`src/rtl/sub_nibble_seq.sv`:
```
// sub_nibble_seq
// Sequential NBIT-wide subtractor that computes i_a - i_b - i_bw one 4-bit
// nibble per clock, least significant nibble first. The borrow travels
// between nibbles as an inverted carry held in a register, so the adder is
// only four bits wide whatever NBIT is.
//
// Ports
//   i_clk    : clock, every state update is on the rising edge
//   i_rstn   : asynchronous active-low reset
//   i_valid  : operands valid (accepted while o_ready is high)
//   o_ready  : block idle and able to accept operands
//   i_a      : minuend, NBIT bits
//   i_b      : subtrahend, NBIT bits
//   i_bw     : borrow in
//   o_valid  : result valid, held until i_ready
//   i_ready  : downstream accepts the result
//   o_d      : difference modulo 2^NBIT
//   o_bw     : borrow out, 1 when i_a < i_b + i_bw (unsigned)
//   o_z      : 1 when o_d is zero
//
// NBIT must be a multiple of 4 and at least 4.
module sub_nibble_seq #(
  parameter int NBIT = 32
) (
  input  logic            i_clk,
  input  logic            i_rstn,
  input  logic            i_valid,
  output logic            o_ready,
  input  logic [NBIT-1:0] i_a,
  input  logic [NBIT-1:0] i_b,
  input  logic            i_bw,
  output logic            o_valid,
  input  logic            i_ready,
  output logic [NBIT-1:0] o_d,
  output logic            o_bw,
  output logic            o_z
);

  localparam int NNIB = NBIT / 4;
  // A single-nibble build still needs a one-bit counter to keep the ports legal.
  localparam int CW = (NNIB > 1) ? $clog2(NNIB) : 1;
  localparam logic [CW-1:0] LAST_NIB = CW'(NNIB - 1);
  localparam logic [CW-1:0] CNT_ONE  = CW'(1);

  typedef enum logic [1:0] {
    IDLE = 2'd0,
    RUN  = 2'd1,
    DONE = 2'd2
  } state_t;

  state_t            state_r;
  state_t            state_nx_s;
  logic [NBIT-1:0]   a_sh_r;
  logic [NBIT-1:0]   b_sh_r;
  logic [NBIT-1:0]   res_r;
  logic [CW-1:0]     cnt_r;
  logic              c_r;
  logic              ready_r;
  logic              valid_r;

  logic [NBIT-1:0]   a_sh_nx_s;
  logic [NBIT-1:0]   b_sh_nx_s;
  logic [NBIT-1:0]   res_nx_s;
  logic [NBIT-1:0]   res_ins_s;
  logic [CW-1:0]     cnt_nx_s;
  logic              c_nx_s;
  logic [NBIT-1:0]   d_nx_s;
  logic              bw_nx_s;
  logic              z_nx_s;
  logic [4:0]        sum_s;

  // Handshake outputs come straight from registers that mirror the state.
  assign o_ready = ready_r;
  assign o_valid = valid_r;

  // One nibble of a + ~b + carry; the carry is the inverted running borrow.
  always_comb begin
    sum_s = {1'b0, a_sh_r[3:0]} + {1'b0, ~b_sh_r[3:0]} + {4'b0000, c_r};
  end

  // Result register shifted down one nibble with the new nibble inserted on top.
  always_comb begin
    res_ins_s = res_r >> 3'd4;
    res_ins_s[NBIT-1 -: 4] = sum_s[3:0];
  end

  // Next-state and datapath decode for the IDLE/RUN/DONE sequencer.
  always_comb begin
    state_nx_s = state_r;
    a_sh_nx_s  = a_sh_r;
    b_sh_nx_s  = b_sh_r;
    res_nx_s   = res_r;
    cnt_nx_s   = cnt_r;
    c_nx_s     = c_r;
    d_nx_s     = o_d;
    bw_nx_s    = o_bw;
    z_nx_s     = o_z;
    case (state_r)
      IDLE: begin
        if (i_valid) begin
          a_sh_nx_s  = i_a;
          b_sh_nx_s  = i_b;
          c_nx_s     = ~i_bw;
          cnt_nx_s   = {CW{1'b0}};
          state_nx_s = RUN;
        end else begin
          state_nx_s = IDLE;
        end
      end
      RUN: begin
        a_sh_nx_s = a_sh_r >> 3'd4;
        b_sh_nx_s = b_sh_r >> 3'd4;
        res_nx_s  = res_ins_s;
        c_nx_s    = sum_s[4];
        cnt_nx_s  = cnt_r + CNT_ONE;
        if (cnt_r == LAST_NIB) begin
          d_nx_s     = res_ins_s;
          bw_nx_s    = ~sum_s[4];
          z_nx_s     = (res_ins_s == {NBIT{1'b0}});
          state_nx_s = DONE;
        end else begin
          state_nx_s = RUN;
        end
      end
      DONE: begin
        if (i_ready) begin
          state_nx_s = IDLE;
        end else begin
          state_nx_s = DONE;
        end
      end
      default: begin
        state_nx_s = IDLE;
      end
    endcase
  end

  // State, datapath and output registers; reset clears everything at once.
  always_ff @(posedge i_clk or negedge i_rstn) begin
    if (!i_rstn) begin
      state_r <= IDLE;
      a_sh_r  <= {NBIT{1'b0}};
      b_sh_r  <= {NBIT{1'b0}};
      res_r   <= {NBIT{1'b0}};
      cnt_r   <= {CW{1'b0}};
      c_r     <= 1'b0;
      ready_r <= 1'b1;
      valid_r <= 1'b0;
      o_d     <= {NBIT{1'b0}};
      o_bw    <= 1'b0;
      o_z     <= 1'b0;
    end else begin
      state_r <= state_nx_s;
      a_sh_r  <= a_sh_nx_s;
      b_sh_r  <= b_sh_nx_s;
      res_r   <= res_nx_s;
      cnt_r   <= cnt_nx_s;
      c_r     <= c_nx_s;
      ready_r <= (state_nx_s == IDLE);
      valid_r <= (state_nx_s == DONE);
      o_d     <= d_nx_s;
      o_bw    <= bw_nx_s;
      o_z     <= z_nx_s;
    end
  end

endmodule

```
`config.mk`:
```
export PLATFORM = sky130hd
export DESIGN_NAME = sub_nibble_seq
export DESIGN_NICKNAME = d
export VERILOG_FILES = /design/src/rtl/sub_nibble_seq.sv
export SDC_FILE = /design/constraint.sdc
export NUM_CORES = 1
export LEC_CHECK = 0
export ABC_AREA = 1
export BUFFER_PORTS_ARGS = -buffer_cell sky130_fd_sc_hd__buf_2
export CORE_ASPECT_RATIO = 0.5
export CORE_MARGIN = 10
export CORE_UTILIZATION = 55
export DETAILED_ROUTE_END_ITERATION = 10
export PLACE_DENSITY = 0.79
export SLEW_MARGIN = 20
export SYNTH_ARGS = -nofsm -noshare
export SYNTH_HDL_FRONTEND = slang
export SYNTH_SLANG_ARGS = --single-unit
```
`constraint.sdc`:
```
create_clock -name i_clk -period 2.3 [get_ports i_clk]
set_clock_uncertainty 0.15 [all_clocks]
set_input_delay 0.46 -clock i_clk [delete_from_list [all_inputs] [get_ports i_clk]]
set_output_delay 0.46 -clock i_clk [all_outputs]
set_load 0.005 [all_outputs]
```
==> out/qor.txt, run 1 <==
RSZ-0062 raised after global routing - false
Critical-path top delay cell - fa_1
Max incr delay on CP - 0.48 ns
Ys async rst share - 100%
Core area - 10,200 um^2
RR Startpoint - a_sh_r[0]
Net Switching - 4150 uW
All-Layer GR Usage - 18.4%
ANT nets after route - 0
FMAX - 0.474 GHz
Final hold violation count - 0
Critical hold path startpoint - i_a[31]
GP Congestion - 0.803
Routed WL - 13,300 um
Antenna violations before repair - 0
Area delta synth->final - 22.3%
I/O Buffers - 104
Number of DRC markers in iteration 0 - 344
H-tree Lvls - 4
Period utilization - 91.7%
Largest net degree at the start of global routing - 114
Netlist cell types - 26
Count of pins over their slew limit - 0
Clk_lat worst skew - 0.41 ns
Internal power - 6840 uW
Setup CP Type - reg2reg
CTS tree - done
Synthesized instance count - 639
First-pass GRT wire length - 22,700 um
Max cap viols - 0
Outcome - completed
Flop pwr share - 37.6%
EDFF count, synth - 0
Worst Path Max Fanout - 2
Antenna cells - 0
Commonest non-fill, non-tap cell in the layout - dfrtp_1
CP bufs+invs - 0
Bufs on Longest Clock Path - 2
Cts bufs inserted - 17
Worst Path Required - 2.50 ns
Setup crit start kind - register
Crit. Startpoint - a_sh_r[0]
Actual slew at the worst max-slew pin - 0.638 ns
Clk root buf - clkbuf_16
DRC Markers - 0
Relative slew slack - 57.5%
Clk pin slew, worst setup/hold paths - 0.06 ns
Post-layout net count - 812
Critical Path End Type - register
Number of fill cells - 805
P per Cell Area - 1570 nW/um^2
Via/cell ratio - 5.18
Worst path arrival time - 2.31 ns
Die Footprint - 15,100 um^2
Vias in the first global route - 4,689
Minimum clock period - 2.11 ns
Count of final setup violators - 0
Total negative slack - 0 ns
Comb pwr share - 37.4%
CP top delay family - adder cells
Switching share of power - 37.8%
Critical path, cell by cell - fa_1 -> fa_1 -> nor2_1 -> nand2_1 -> nor2_1 -> nand2_1 -> nor2_1 -> nand3_1 -> nand2_1
LEAKAGE - 0.00354 uW
Clk pwr share - 25.0%
Setup Fix Bufs, Post-CTS - 0
Top FF cell, synth - dfrtp_1
I/O pin count - 105
Vias after detailed routing - 4,604
Most frequent cells in the layout - dfrtp_1, buf_2, nand2_1, inv_1, nor2_1
CTS sink count - 134
Post-synthesis cell area - 5710 um^2
TritonRoute pass-1 iters - 5
Hold_ws - 0.107 ns
Syn avg cell area - 8.94 um^2
Worst VDD drop - 0.708 mV
Row cnt - 26
Register area share after synthesis - 58.7%
Grt ovf - 0
Share of layout cells above drive strength 1 - 20.5%
Min-delay worst type - in2reg
Die Ht - 92.1 um
Syn nets - 715
WL/cell - 14.9 um
#FFs+latches synth - 134
Die W - 164 um
Synth warnings - 0
DP Wirelength - 8990 um
Initial Utilization - 56.1%
registers in the layout (all words and copies together) (netlist names), 2 cells and up:
name and cells:
a_sh_r 32, b_sh_r 32, o_d 32, res_r 28, cnt_r 3, state_r 2
timing repair:
| item | in CTS | in global routing |
|---|---|---|
| hold endpoints to repair | 45 | 0 |
| hold buffers | 1 | 0 |
| gates resized for setup | 0 | 0 |
worst paths after layout:
| kind | endpoint | cells past startpoint | slack (ns) |
|---|---|---|---|
| max | o_z | 9 | 0.19 |
| min | a_sh_r[31] | 3 | 0.11 |
| max in group asynchronous | a_sh_r[9] | 3 | 0.93 |
| min in group asynchronous | res_r[6] | 2 | 0.38 |
| max reg2reg | o_z | 9 | 0.19 |
| min reg2reg | b_sh_r[31] | 2 | 0.33 |
worst register-to-register path: stages (launching register included):
cell	delay [ns]
dfrtp_1	0.39
fa_1	0.48
fa_1	0.47
nor2_1	0.10
nand2_1	0.06
nor2_1	0.09
nand2_1	0.05
nor2_1	0.10
nand3_1	0.09
nand2_1	0.06
through the flow:
step / std cells / worst slack (ns) / utilization (%) / area (um^2) / power (uW)
final: 888 / 0.192 / 68.6 / 6990 / 11000
after global routing: 888 / 0.0109 / 68.6 / 6990 / 11900
after CTS: 888 / 0.195 / 68.6 / 6990 / 11100
after detailed placement: 856 / 0.210 / 62.6 / 6370 / 8270
after global placement: 856 / 0.282 / 62.6 / 6370 / 8060
after floorplan: 639 / 0.358 / - / 5710 / 6980
synthesized netlist by cell type (all sizes together) (2+ instances only):
library cell	count	share of area [%]
a21oi	59	5.2
dfrtp	133	58
o22ai	48	5.3
mux2	2	0.39
nand2	99	6.6
o31ai	2	0.26
o21ai	76	6.7
a22o	2	0.31
buf	24	2.1
fa	2	0.70
nand3	3	0.26
inv	87	5.8
nor2	79	5.4
ha	5	1.1
clkbuf	14	0.92
power groups by stage:
stage | Clock, uW | Combinational (uW) | Sequential, uW
finish | 2750 | 4110 | 4130
global placement | 0 | 3960 | 4100
CTS | 2790 | 4160 | 4130
global route | 2910 | 4770 | 4260
floorplan | 0 | 2970 | 4010
detailed placement | 0 | 4120 | 4150
layout make-up:
| class | count | area (um^2) | share of cell area [%] |
|---|---|---|---|
| sequential | 134 | 3350 | 48.0 |
| multi-input combinational | 380 | 1870 | 26.7 |
| timing repair buffer | 116 | 657 | 9.40 |
| clock buffer | 19 | 453 | 6.48 |
| inverter | 87 | 329 | 4.71 |
| tap | 140 | 175 | 2.51 |
| clock inverter | 12 | 153 | 2.18 |
logic make-up (layout without fill, tap and decap cells):
kind of cell               after synthesis  count (layout)  share of synthesized area, %
AOI/OAI and AO/OA                      188             188                          17.8
xor gates and xnor gates                 1               1                         0.153
muxes                                    2               2                         0.394
and+or+nand+nor                        182             182                          12.3
buffers and inverters                  125             234                          8.82
adders and majority gates                7               7                          1.80
DFF                                    134             134                          58.7
routing by layer:
layer / up-vias / track usage (%) / wire (um)
met5: - / 0 / 0
met4: 0 / 7.10 / 223
met3: 18 / 4.33 / 549
met2: 114 / 29.2 / 6470
met1: 2197 / 23.9 / 6010
li1: 2275 / - / -
No activity file was read; power rests on OpenSTA's default activity.
==> run 2, diff against run 1 <==
--- a/config.mk
+++ b/config.mk
@@ -6,7 +6,7 @@
 export NUM_CORES = 1
 export LEC_CHECK = 0
 export ABC_AREA = 1
-export BUFFER_PORTS_ARGS = -buffer_cell sky130_fd_sc_hd__buf_2
+export BUFFER_PORTS_ARGS = -buffer_cell sky130_fd_sc_hd__clkbuf_2
 export CORE_ASPECT_RATIO = 0.5
 export CORE_MARGIN = 10
 export CORE_UTILIZATION = 55
==> out/qor.txt, run 2 (synthesized netlist as in run 1, its figures left out) <==
Most frequent cells in the layout - dfrtp_1, clkbuf_2, nand2_1, inv_1, nor2_1
Max cap viols - 0
RR Startpoint - a_sh_r[0]
Vias in the first global route - 4,849
Worst Path Required - 2.50 ns
Minimum clock period - 2.08 ns
Non-filler cells, final - 890
Final hold violation count - 0
First-pass GRT wire length - 23,100 um
LEAKAGE - 0.00356 uW
Antenna cells - 0
Clk pin slew, worst setup/hold paths - 0.06 ns
RR Endpoint - o_z
Setup crit start kind - register
Clk root buf - clkbuf_16
Commonest non-fill, non-tap cell in the layout - dfrtp_1
Initial Utilization - 56.1%
Min-delay worst type - in2reg
Flop2flop setup slack - 0.22 ns
Relative slew slack - 67.3%
Die Footprint - 15,100 um^2
Critical Path End Type - register
P per Cell Area - 1600 nW/um^2
Via/cell ratio - 5.20
Routed WL - 13,700 um
Number of DRC markers in iteration 0 - 316
FMAX - 0.482 GHz
Area delta synth->final - 23.2%
Count of final setup violators - 0
Post_cts resized - 0
DP Wirelength - 8860 um
Total negative slack - 0 ns
Count of pins over their slew limit - 0
DRC Markers - 0
All-Layer GR Usage - 18.7%
Die W - 164 um
Vias after detailed routing - 4,631
Crit. Startpoint - a_sh_r[0]
Antenna violations before repair - 0
Post-layout util - 69.1%
RSZ-0062 raised after global routing - false
Biggest regs - a_sh_r: 32 flops, b_sh_r: 32 flops, o_d: 32 flops
Post-layout net count - 813
Last element of the critical path - o_z
WL/cell - 15.4 um
CTS tree - done
Cts bufs inserted - 17
CTS sink count - 134
Placed cells - 857
Outcome - completed
Clk_lat worst skew - 0.41 ns
Number of fill cells - 803
I/O Buffers - 104
Row cnt - 26
H-tree Lvls - 4
TritonRoute pass-1 iters - 7
Worst VDD drop - 0.748 mV
ANT nets after route - 0
Actual slew at the worst max-slew pin - 0.490 ns
GP Congestion - 0.837
Share of layout cells above drive strength 1 - 20.5%
Setup CP Type - reg2reg
Worst path arrival time - 2.27 ns
Grt ovf - 0
Period utilization - 90.3%
Core area - 10,200 um^2
Bufs on Longest Clock Path - 2
Critical hold path startpoint - i_ready
Worst Path Max Fanout - 2
Reg2Reg Depth - 9
I/O pin count - 105
Largest net degree at the start of global routing - 114
Die Ht - 92.1 um
## run 2: cell types whose count changed in the layout (fill, tap and decap cells not counted)
cell        previous run  this run
buf_2                103         0
clkinvlp_4             4         3
inv_6                  1         4
bufinv_16              3         4
clkbuf_8               2         1
clkbuf_1               0         1
clkinv_4               1         2
clkinv_2               3         0
buf_12                 3         4
clkbuf_2               0       103
## run 2: metal layers
metal	wire length (um)	track usage (%)	up-vias
met1	6040	23.5	2224
met3	774	5.80	19
met5	0	0	-
met2	6640	30.0	110
li1	-	-	2278
met4	221	6.36	0
## run 2: cell type report
cell class	instances	area [um^2]	share of cell area, %
timing repair buffer	117	677	9.62
clock buffer	19	443	6.29
multi-input combinational	380	1870	26.5
clock inverter	13	195	2.77
tap	140	175	2.49
sequential	134	3350	47.7
inverter	87	329	4.67
## run 2: repair_timing
action	in CTS	in global routing
hold buffers	1	0
setup buffers	0	0
hold endpoints to repair	42	0
## run 2: power by group
group          switching [uW]  total (uW)  internal (uW)
logic                    2570        4200           1620
clock network            1070        2930           1860
registers                 652        4140           3480
## run 2: worst max-delay path, stage by stage, from the launching register on
cell and delay (ns):
dfrtp_1 0.40, fa_1 0.47, fa_1 0.47, nor2_1 0.10
nand2_1 0.05, nor2_1 0.09, nand2_1 0.05, nor2_1 0.09
nand3_1 0.07, nand2_1 0.06
## run 2: metrics by stage
step	cell area, um^2	hold slack [ns]	setup WS (ns)	power (uW)
6_report	7040	0.0998	0.224	11300
5_1_grt	7040	0.0830	0.0528	12200
4_1_cts	7040	0.0840	0.233	11300
3_3_place_gp	6390	0.270	0.284	8110
2_1_floorplan	5710	0.0144	0.358	6980
3_5_place_dp	6390	0.273	0.250	8290
## run 2: worst min-delay path by stage
stage | slack, ns | end | depth (start not counted)
2_1_floorplan | 0.01 | a_sh_r[0] | 0
3_3_place_gp | 0.27 | o_d[9] | 1
3_5_place_dp | 0.27 | o_d[9] | 1
4_1_cts | 0.08 | o_valid | 2
5_1_grt | 0.08 | o_valid | 2
6_report | 0.1 | o_valid | 2
